<file path="src/rtl/mem_access_stage_if.sv">
// Data-memory port of the MEM stage: registered request fields from the stage,
// single-cycle ack and read data back from memory.
interface mem_access_stage_if;
   logic        dmem_req;
   logic        dmem_we;
   logic [31:0] dmem_addr;
   logic [31:0] dmem_wdata;
   logic [3:0]  dmem_wstrb;
   logic        dmem_ack;
   logic [31:0] dmem_rdata;

   modport master (
      output dmem_req, dmem_we, dmem_addr, dmem_wdata, dmem_wstrb,
      input  dmem_ack, dmem_rdata
   );

   modport slave (
      input  dmem_req, dmem_we, dmem_addr, dmem_wdata, dmem_wstrb,
      output dmem_ack, dmem_rdata
   );
endinterface

</file>
<file path="src/rtl/mem_access_stage.sv">
// MEM pipeline stage: issues one req/ack data-memory transaction per load/store,
// aligns/extends load data and produces a registered writeback slot.
module mem_access_stage #(
   parameter int TIMEOUT = 16,
   parameter int CNT_W   = 8
) (
   input  logic                clk,
   input  logic                rst,
   input  logic                valid_i,
   output logic                ready_o,
   input  logic [31:0]         regcData_i,
   input  logic [4:0]          regcAddr_i,
   input  logic                regcWr_i,
   input  logic [31:0]         memAddr_i,
   input  logic [31:0]         memData_i,
   input  logic                readWr_i,
   input  logic                writeWr_i,
   input  logic [3:0]          rmask_i,
   input  logic [3:0]          wmask_i,
   input  logic                sext_i,
   mem_access_stage_if.master  dmem,
   output logic                wb_valid,
   output logic [31:0]         wb_data,
   output logic [4:0]          wb_addr,
   output logic                wb_wr,
   output logic                err_o
);

   typedef enum logic {S_IDLE, S_WAIT} state_t;

   function automatic logic mask_ok(input logic [3:0] m);
      case (m)
         4'b0000, 4'b1111, 4'b0011, 4'b1100,
         4'b0001, 4'b0010, 4'b0100, 4'b1000: mask_ok = 1'b1;
         default:                            mask_ok = 1'b0;
      endcase
   endfunction

   // Replicating the low byte/half onto every lane lets the strobe pick the lane.
   function automatic logic [31:0] lane_wdata(input logic [3:0] m, input logic [31:0] d);
      case (m)
         4'b1111:          lane_wdata = d;
         4'b0011, 4'b1100: lane_wdata = {2{d[15:0]}};
         default:          lane_wdata = {4{d[7:0]}};
      endcase
   endfunction

   function automatic logic [31:0] load_align(input logic [3:0] m, input logic sx,
                                              input logic [31:0] r);
      logic [7:0]  b;
      logic [15:0] h;
      b = m[0] ? r[7:0] : m[1] ? r[15:8] : m[2] ? r[23:16] : r[31:24];
      h = m[3] ? r[31:16] : r[15:0];
      case (m)
         4'b1111:                            load_align = r;
         4'b0011, 4'b1100:                   load_align = {{16{sx & h[15]}}, h};
         4'b0001, 4'b0010, 4'b0100, 4'b1000: load_align = {{24{sx & b[7]}}, b};
         default:                            load_align = 32'h0;
      endcase
   endfunction

   state_t             state;
   logic [CNT_W-1:0]   cnt;
   logic               req_r, we_r;
   logic [31:0]        addr_r, wdata_r;
   logic [3:0]         wstrb_r;

   logic [4:0]         regc_addr_p1;
   logic               regc_wr_p1;
   logic [3:0]         rmask_p1;
   logic               sext_p1;

   logic               accept, mem_op, bad_mask;
   logic [3:0]         act_mask;
   logic               unused_addr_lo;

   // Sub-word position is carried entirely by the lane masks.
   assign unused_addr_lo = ^memAddr_i[1:0];

   assign accept   = valid_i & ready_o;
   assign mem_op   = readWr_i | writeWr_i;
   assign act_mask = writeWr_i ? wmask_i : rmask_i;
   assign bad_mask = mem_op & ~mask_ok(act_mask);

   assign dmem.dmem_req   = req_r;
   assign dmem.dmem_we    = we_r;
   assign dmem.dmem_addr  = addr_r;
   assign dmem.dmem_wdata = wdata_r;
   assign dmem.dmem_wstrb = wstrb_r;

   // p0 -> p1: instruction fields needed only when the memory response returns
   always_ff @(posedge clk) begin
      if (accept && mem_op && !bad_mask) begin
         regc_addr_p1 <= regcAddr_i;
         regc_wr_p1   <= regcWr_i;
         rmask_p1     <= rmask_i;
         sext_p1      <= sext_i;
      end
   end

   always_ff @(posedge clk) begin
      if (rst) begin
         state    <= S_IDLE;
         ready_o  <= 1'b1;
         cnt      <= '0;
         req_r    <= 1'b0;
         we_r     <= 1'b0;
         addr_r   <= 32'h0;
         wdata_r  <= 32'h0;
         wstrb_r  <= 4'h0;
         wb_valid <= 1'b0;
         wb_data  <= 32'h0;
         wb_addr  <= 5'h0;
         wb_wr    <= 1'b0;
         err_o    <= 1'b0;
      end else begin
         wb_valid <= 1'b0;
         err_o    <= 1'b0;
         case (state)
            S_IDLE: begin
               if (accept) begin
                  if (!mem_op) begin
                     wb_valid <= 1'b1;
                     wb_data  <= regcData_i;
                     wb_addr  <= regcAddr_i;
                     wb_wr    <= regcWr_i;
                  end else if (bad_mask) begin
                     err_o <= 1'b1;
                  end else begin
                     state   <= S_WAIT;
                     ready_o <= 1'b0;
                     cnt     <= '0;
                     req_r   <= 1'b1;
                     we_r    <= writeWr_i;
                     addr_r  <= {memAddr_i[31:2], 2'b00};
                     wdata_r <= writeWr_i ? lane_wdata(wmask_i, memData_i) : 32'h0;
                     wstrb_r <= writeWr_i ? wmask_i : 4'h0;
                  end
               end
            end
            S_WAIT: begin
               // Ack is checked first so a response on the last allowed cycle still completes.
               if (dmem.dmem_ack) begin
                  state    <= S_IDLE;
                  ready_o  <= 1'b1;
                  req_r    <= 1'b0;
                  wb_valid <= 1'b1;
                  wb_addr  <= regc_addr_p1;
                  wb_wr    <= we_r ? 1'b0 : regc_wr_p1;
                  wb_data  <= we_r ? 32'h0 : load_align(rmask_p1, sext_p1, dmem.dmem_rdata);
               end else if (cnt == CNT_W'(TIMEOUT)) begin
                  state   <= S_IDLE;
                  ready_o <= 1'b1;
                  req_r   <= 1'b0;
                  err_o   <= 1'b1;
               end else begin
                  cnt <= cnt + CNT_W'(1);
               end
            end
            default: begin
               state   <= S_IDLE;
               ready_o <= 1'b1;
               req_r   <= 1'b0;
            end
         endcase
      end
   end

endmodule

</file>
<file path="src/flat_wrapper.sv">
// flat-port wrapper written by rule: the top's interface ports become plain ports
module mem_access_stage_flat 
#(
   parameter int TIMEOUT = 16,
   parameter int CNT_W   = 8
)
  (clk, rst, valid_i, ready_o, regcData_i, regcAddr_i, regcWr_i, memAddr_i, memData_i, readWr_i, writeWr_i, rmask_i, wmask_i, sext_i, wb_valid, wb_data, wb_addr, wb_wr, err_o, dmem_dmem_req, dmem_dmem_we, dmem_dmem_addr, dmem_dmem_wdata, dmem_dmem_wstrb, dmem_dmem_ack, dmem_dmem_rdata);
  mem_access_stage_if dmem_i ();
  input  logic clk;
  input  logic rst;
  input  logic valid_i;
  output logic ready_o;
  input  logic [31:0] regcData_i;
  input  logic [4:0] regcAddr_i;
  input  logic regcWr_i;
  input  logic [31:0] memAddr_i;
  input  logic [31:0] memData_i;
  input  logic readWr_i;
  input  logic writeWr_i;
  input  logic [3:0] rmask_i;
  input  logic [3:0] wmask_i;
  input  logic sext_i;
  output logic wb_valid;
  output logic [31:0] wb_data;
  output logic [4:0] wb_addr;
  output logic wb_wr;
  output logic err_o;
  output wire logic [$bits(dmem_i.dmem_req)-1:0] dmem_dmem_req;
  output wire logic [$bits(dmem_i.dmem_we)-1:0] dmem_dmem_we;
  output wire logic [$bits(dmem_i.dmem_addr)-1:0] dmem_dmem_addr;
  output wire logic [$bits(dmem_i.dmem_wdata)-1:0] dmem_dmem_wdata;
  output wire logic [$bits(dmem_i.dmem_wstrb)-1:0] dmem_dmem_wstrb;
  input wire logic [$bits(dmem_i.dmem_ack)-1:0] dmem_dmem_ack;
  input wire logic [$bits(dmem_i.dmem_rdata)-1:0] dmem_dmem_rdata;
  assign dmem_dmem_req = dmem_i.dmem_req;
  assign dmem_dmem_we = dmem_i.dmem_we;
  assign dmem_dmem_addr = dmem_i.dmem_addr;
  assign dmem_dmem_wdata = dmem_i.dmem_wdata;
  assign dmem_dmem_wstrb = dmem_i.dmem_wstrb;
  assign dmem_i.dmem_ack = dmem_dmem_ack;
  assign dmem_i.dmem_rdata = dmem_dmem_rdata;
  mem_access_stage #(.TIMEOUT(TIMEOUT), .CNT_W(CNT_W)) u_core (.clk(clk), .rst(rst), .valid_i(valid_i), .ready_o(ready_o), .regcData_i(regcData_i), .regcAddr_i(regcAddr_i), .regcWr_i(regcWr_i), .memAddr_i(memAddr_i), .memData_i(memData_i), .readWr_i(readWr_i), .writeWr_i(writeWr_i), .rmask_i(rmask_i), .wmask_i(wmask_i), .sext_i(sext_i), .dmem(dmem_i), .wb_valid(wb_valid), .wb_data(wb_data), .wb_addr(wb_addr), .wb_wr(wb_wr), .err_o(err_o));
endmodule
</file>
<file path="config.mk">
export PLATFORM = sky130hd
export DESIGN_NAME = mem_access_stage_flat
export DESIGN_NICKNAME = d
export VERILOG_FILES = /design/src/rtl/mem_access_stage_if.sv /design/src/rtl/mem_access_stage.sv /design/src/flat_wrapper.sv
export SDC_FILE = /design/constraint.sdc
export NUM_CORES = 1
export LEC_CHECK = 0
export ABC_AREA = 1
export CORE_MARGIN = 2
export CORE_UTILIZATION = 39
export DETAILED_ROUTE_END_ITERATION = 6
export GPL_ROUTABILITY_DRIVEN = 1
export GPL_TIMING_DRIVEN = 0
export PLACE_DENSITY = 0.83
export SYNTH_ARGS = -nofsm -noshare
export SYNTH_HDL_FRONTEND = slang
export SYNTH_SLANG_ARGS = --single-unit
</file>
<file path="constraint.sdc">
create_clock -name clk -period 3.14 [get_ports clk]
set_clock_uncertainty 0.1 [all_clocks]
set_input_delay 0.785 -clock clk [delete_from_list [all_inputs] [get_ports clk]]
set_output_delay 0.785 -clock clk [all_outputs]
set_load 0.005 [all_outputs]
</file>
==> summary.txt <==
Timing
  – Worst-Margin Slew: 642 ps
  – TNS Setup: 0 ps
  – Final Hold Viols: 0
  – Rel. slew slack: 56.9%
  – Max frequency: 353 MHz
  – RSZ-0062 raised after global routing: no
  – Final period util: 90.1%
  – Max-slew violations: 0
  – Min Tclk post-route: 2830 ps
  – Setup violators final: 0

Synthesis
  – YS warnings: 0
  – Largest family of logic cells by synthesized area: simple AND/OR/NAND/NOR gates
  – Synth area leader: dfxtp_1
  – Top cell type's share of synthesized area: 37.7%
  – Synth top cells by count: nand2_1, nand3_1, dfxtp_1
  – Mapped Area: 6270 um2
  – #FFs+latches synth: 129
  – Synth Area in Compound Gates: 16.8%
  – Multiplexer share of the synthesized area: 0%
  – Number of flops mapped to enable cells by yosys: 11
  – Mapped Cells: 873
  – Main synth FF type: dfxtp_1
  – Syn_area_per_cell: 7.18 um2
  – Synth Area in Adders: 0.599%
  – XOR/XNOR share of the synthesized area: 0.838%
  – Top-count cell post-synth: nand2_1
  – Yosys cell types: 34
  – Top cells by area, synth: dfxtp_1, nand2_1, nand3_1
  – FFs w/ async S/R, synth: 0%
  – Register area share after synthesis: 42.9%
  – Fraction of the mapped netlist area in simple logic gates: 30.8%

Setup path
  – Reg2reg path depth: 7
  – Arr. time, crit path: 3090 ps
  – Startpoint types: input pin
  – Flop-to-flop setup slack: 1030 ps
  – R2r startpoint: u_core.state
  – Worst setup path startpoint: writeWr_i
  – Crit end category: flip-flop
  – Reg-to-reg endpoint: u_core.wb_data[18]
  – CP Class: in -> reg
  – Crit path max fanout: 10
  – CP required: 3400 ps
  – Worst setup path endpoint: u_core.dmem.dmem_wdata[21]

Finish
  – Final nets: 1299
  – Syn-to-layout area delta: 54.4%
  – Layout cells sized above 1: 7.93%
  – N_diodes: 0

Routing
  – Via count: 7086
  – Drt pass-1 iters: 5
  – Routed WL: 22900 um
  – Drt drc: 0
  – Number of vias per cell: 5.15
  – DR WL/cell: 16.7 um
  – 1st-iter DRT viols: 395
  – Routed Antenna Nets: 0

Floorplan
  – Die W: 131 um
  – I/O pins: 260
  – Row Count: 46
  – Core ar.: 15800 um2
  – Area of the die: 17100 um2
  – Die Y: 131 um
  – Initial Util: 39.8%

Pwr
  – Pwr per Cell Area: 483 nW/um2
  – Leakage power: 3.87 nW
  – Psw: 1.28 mW
  – Switching Share: 27.3%
  – Gate power share: 18.9%
  – Tot Pwr: 4.67 mW
  – Peak supply drop: 0.390 mV
  – Seq pwr share: 39.0%
  – Clock power frac: 42.0%
  – Pint: 3.40 mW

CTS
  – CTS tree: yes
  – Root Driver: clkbuf_16
  – H-tree depth: 4
  – Postcts setup bufs: 0
  – TritonCTS buffer count: 17
  – Clock buffer depth: 2
  – CTS sink count: 129
  – Clk_lat worst skew: 420 ps
  – Reg clk slew, reported paths: 60 ps
  – Hold_buf cts: 0

Run
  – # Max-Cap Violations: 0

Hold path
  – Hold Path Class: reg -> reg

Placement
  – GPL Wtd Cong: 0.963
  – DPL Wire Length: 17600 um
  – Port buffer count: 254

GRT
  – Tot GR Track Use: 26.8%
  – Largest net degree at the start of global routing: 17
  – Global-route wire length before repair: 35100 um
  – Vias in the first global route: 6794
  – Gr ovfl total: 0
  – Initial antenna violation count: 0

Status
  – Status: complete, no violations
## state kept, by name, indices dropped and copies added, names as in the netlist, 4 cells and up
signal and flops:
u_core.rmask_p1 4, u_core.dmem.dmem_wstrb 4, u_core.dmem.dmem_wdata 32, u_core.regc_addr_p1 5, u_core.dmem.dmem_addr 30, u_core.wb_addr 5, u_core.cnt 8, u_core.wb_data 32
## layer usage
layer  GRT usage, %  up-vias  share of wire (%)
met5              0        -                  0
li1               -     3493                  -
met3           10.3       50                 11
met1           29.8     3182                 38
met2           45.9      361                 47
met4           11.4        0                3.4
## cell families (layout without fill, tap and decap cells)
| group | Yosys count | in the layout |
|---|---|---|
| xor gates and xnor gates | 6 | 6 |
| adders and majority gates | 3 | 3 |
| and+or+nand+nor | 440 | 440 |
| DFF | 129 | 129 |
| other | 1 | 2 |
| AOI/OAI and AO/OA | 192 | 192 |
| buffers and inverters | 102 | 388 |
## cells in the final DEF (no fill, tap or decap), drive strengths merged
cell type,n
a31oi,6
xnor2,3
nor2,26
conb,2
clkdlybuf4s50,254
edfxtp,11
a21oi,87
a21boi,4
o211ai,5
nor3,3
nand3,142
bufinv,2
clkinvlp,2
xor2,3
ha,3
dfxtp,118
buf,27
o221ai,1
inv,49
clkinv,4
nor3b,1
nand4,10
o21ai,89
nand2,258
clkbuf,50
## power by group through the flow
stage,clock network [mW],logic (mW),registers [mW]
final,1.96,0.886,1.82
after global routing,2.08,0.970,1.83
after CTS,2.00,0.883,1.82
after detailed placement,0,0.876,1.86
after global placement,0,0.867,1.85
after floorplan,0,0.362,1.86
## final cells by class
class	instances	area (um2)
clock inverter	14	154
buffer	59	339
multi-input combinational	643	3090
tap	216	270
clock buffer	18	429
fill	1443	6090
sequential	129	2690
inverter	43	161
timing repair buffer	254	2540
## stage by stage
step / worst slack [ps] / instance area, um2 / hold slack [ps] / util, % / cells
detailed placement: -759 / 9090 / 360 / 57.6 / 1344
finish: 310 / 9680 / 367 / 61.4 / 1376
floorplan: 95.1 / 6270 / 355 / - / 874
global placement: -668 / 9090 / 355 / 57.6 / 1344
global route: 135 / 9680 / 381 / 61.4 / 1376
CTS: 112 / 9670 / 370 / 61.3 / 1376
## worst min path at each step
stage | start | end | slack, ps | depth (start not counted)
after global routing | u_core.dmem.dmem_addr[13] | u_core.dmem.dmem_addr[13] | 380 | 2
after floorplan | u_core.ready_o | u_core.ready_o | 350 | 2
after detailed placement | u_core.dmem.dmem_addr[13] | u_core.dmem.dmem_addr[13] | 360 | 2
final | u_core.dmem.dmem_addr[11] | u_core.dmem.dmem_addr[11] | 370 | 2
after global placement | u_core.dmem.dmem_wdata[15] | u_core.dmem.dmem_wdata[15] | 350 | 2
after CTS | u_core.dmem.dmem_addr[13] | u_core.dmem.dmem_addr[13] | 370 | 2
## timing repair
action,4_1_cts,5_1_grt
endpoints found under the setup margin,13,2
endpoints found under the hold margin,0,0
pin swaps,0,0
gates resized for setup,1,1
## worst max-delay path: stages
cell	delay, ps
buf_4	150
clkbuf_1	390
nand2_1	200
a21boi_0	170
ha_1	280
inv_1	30
nand2_1	50
nand2_1	50
nand2_1	140
nand2_2	110
nand2_4	130
buf_6	170
buf_2	230
nand3_1	100
nand2_1	90
Power figures use the tool's default switching activity.
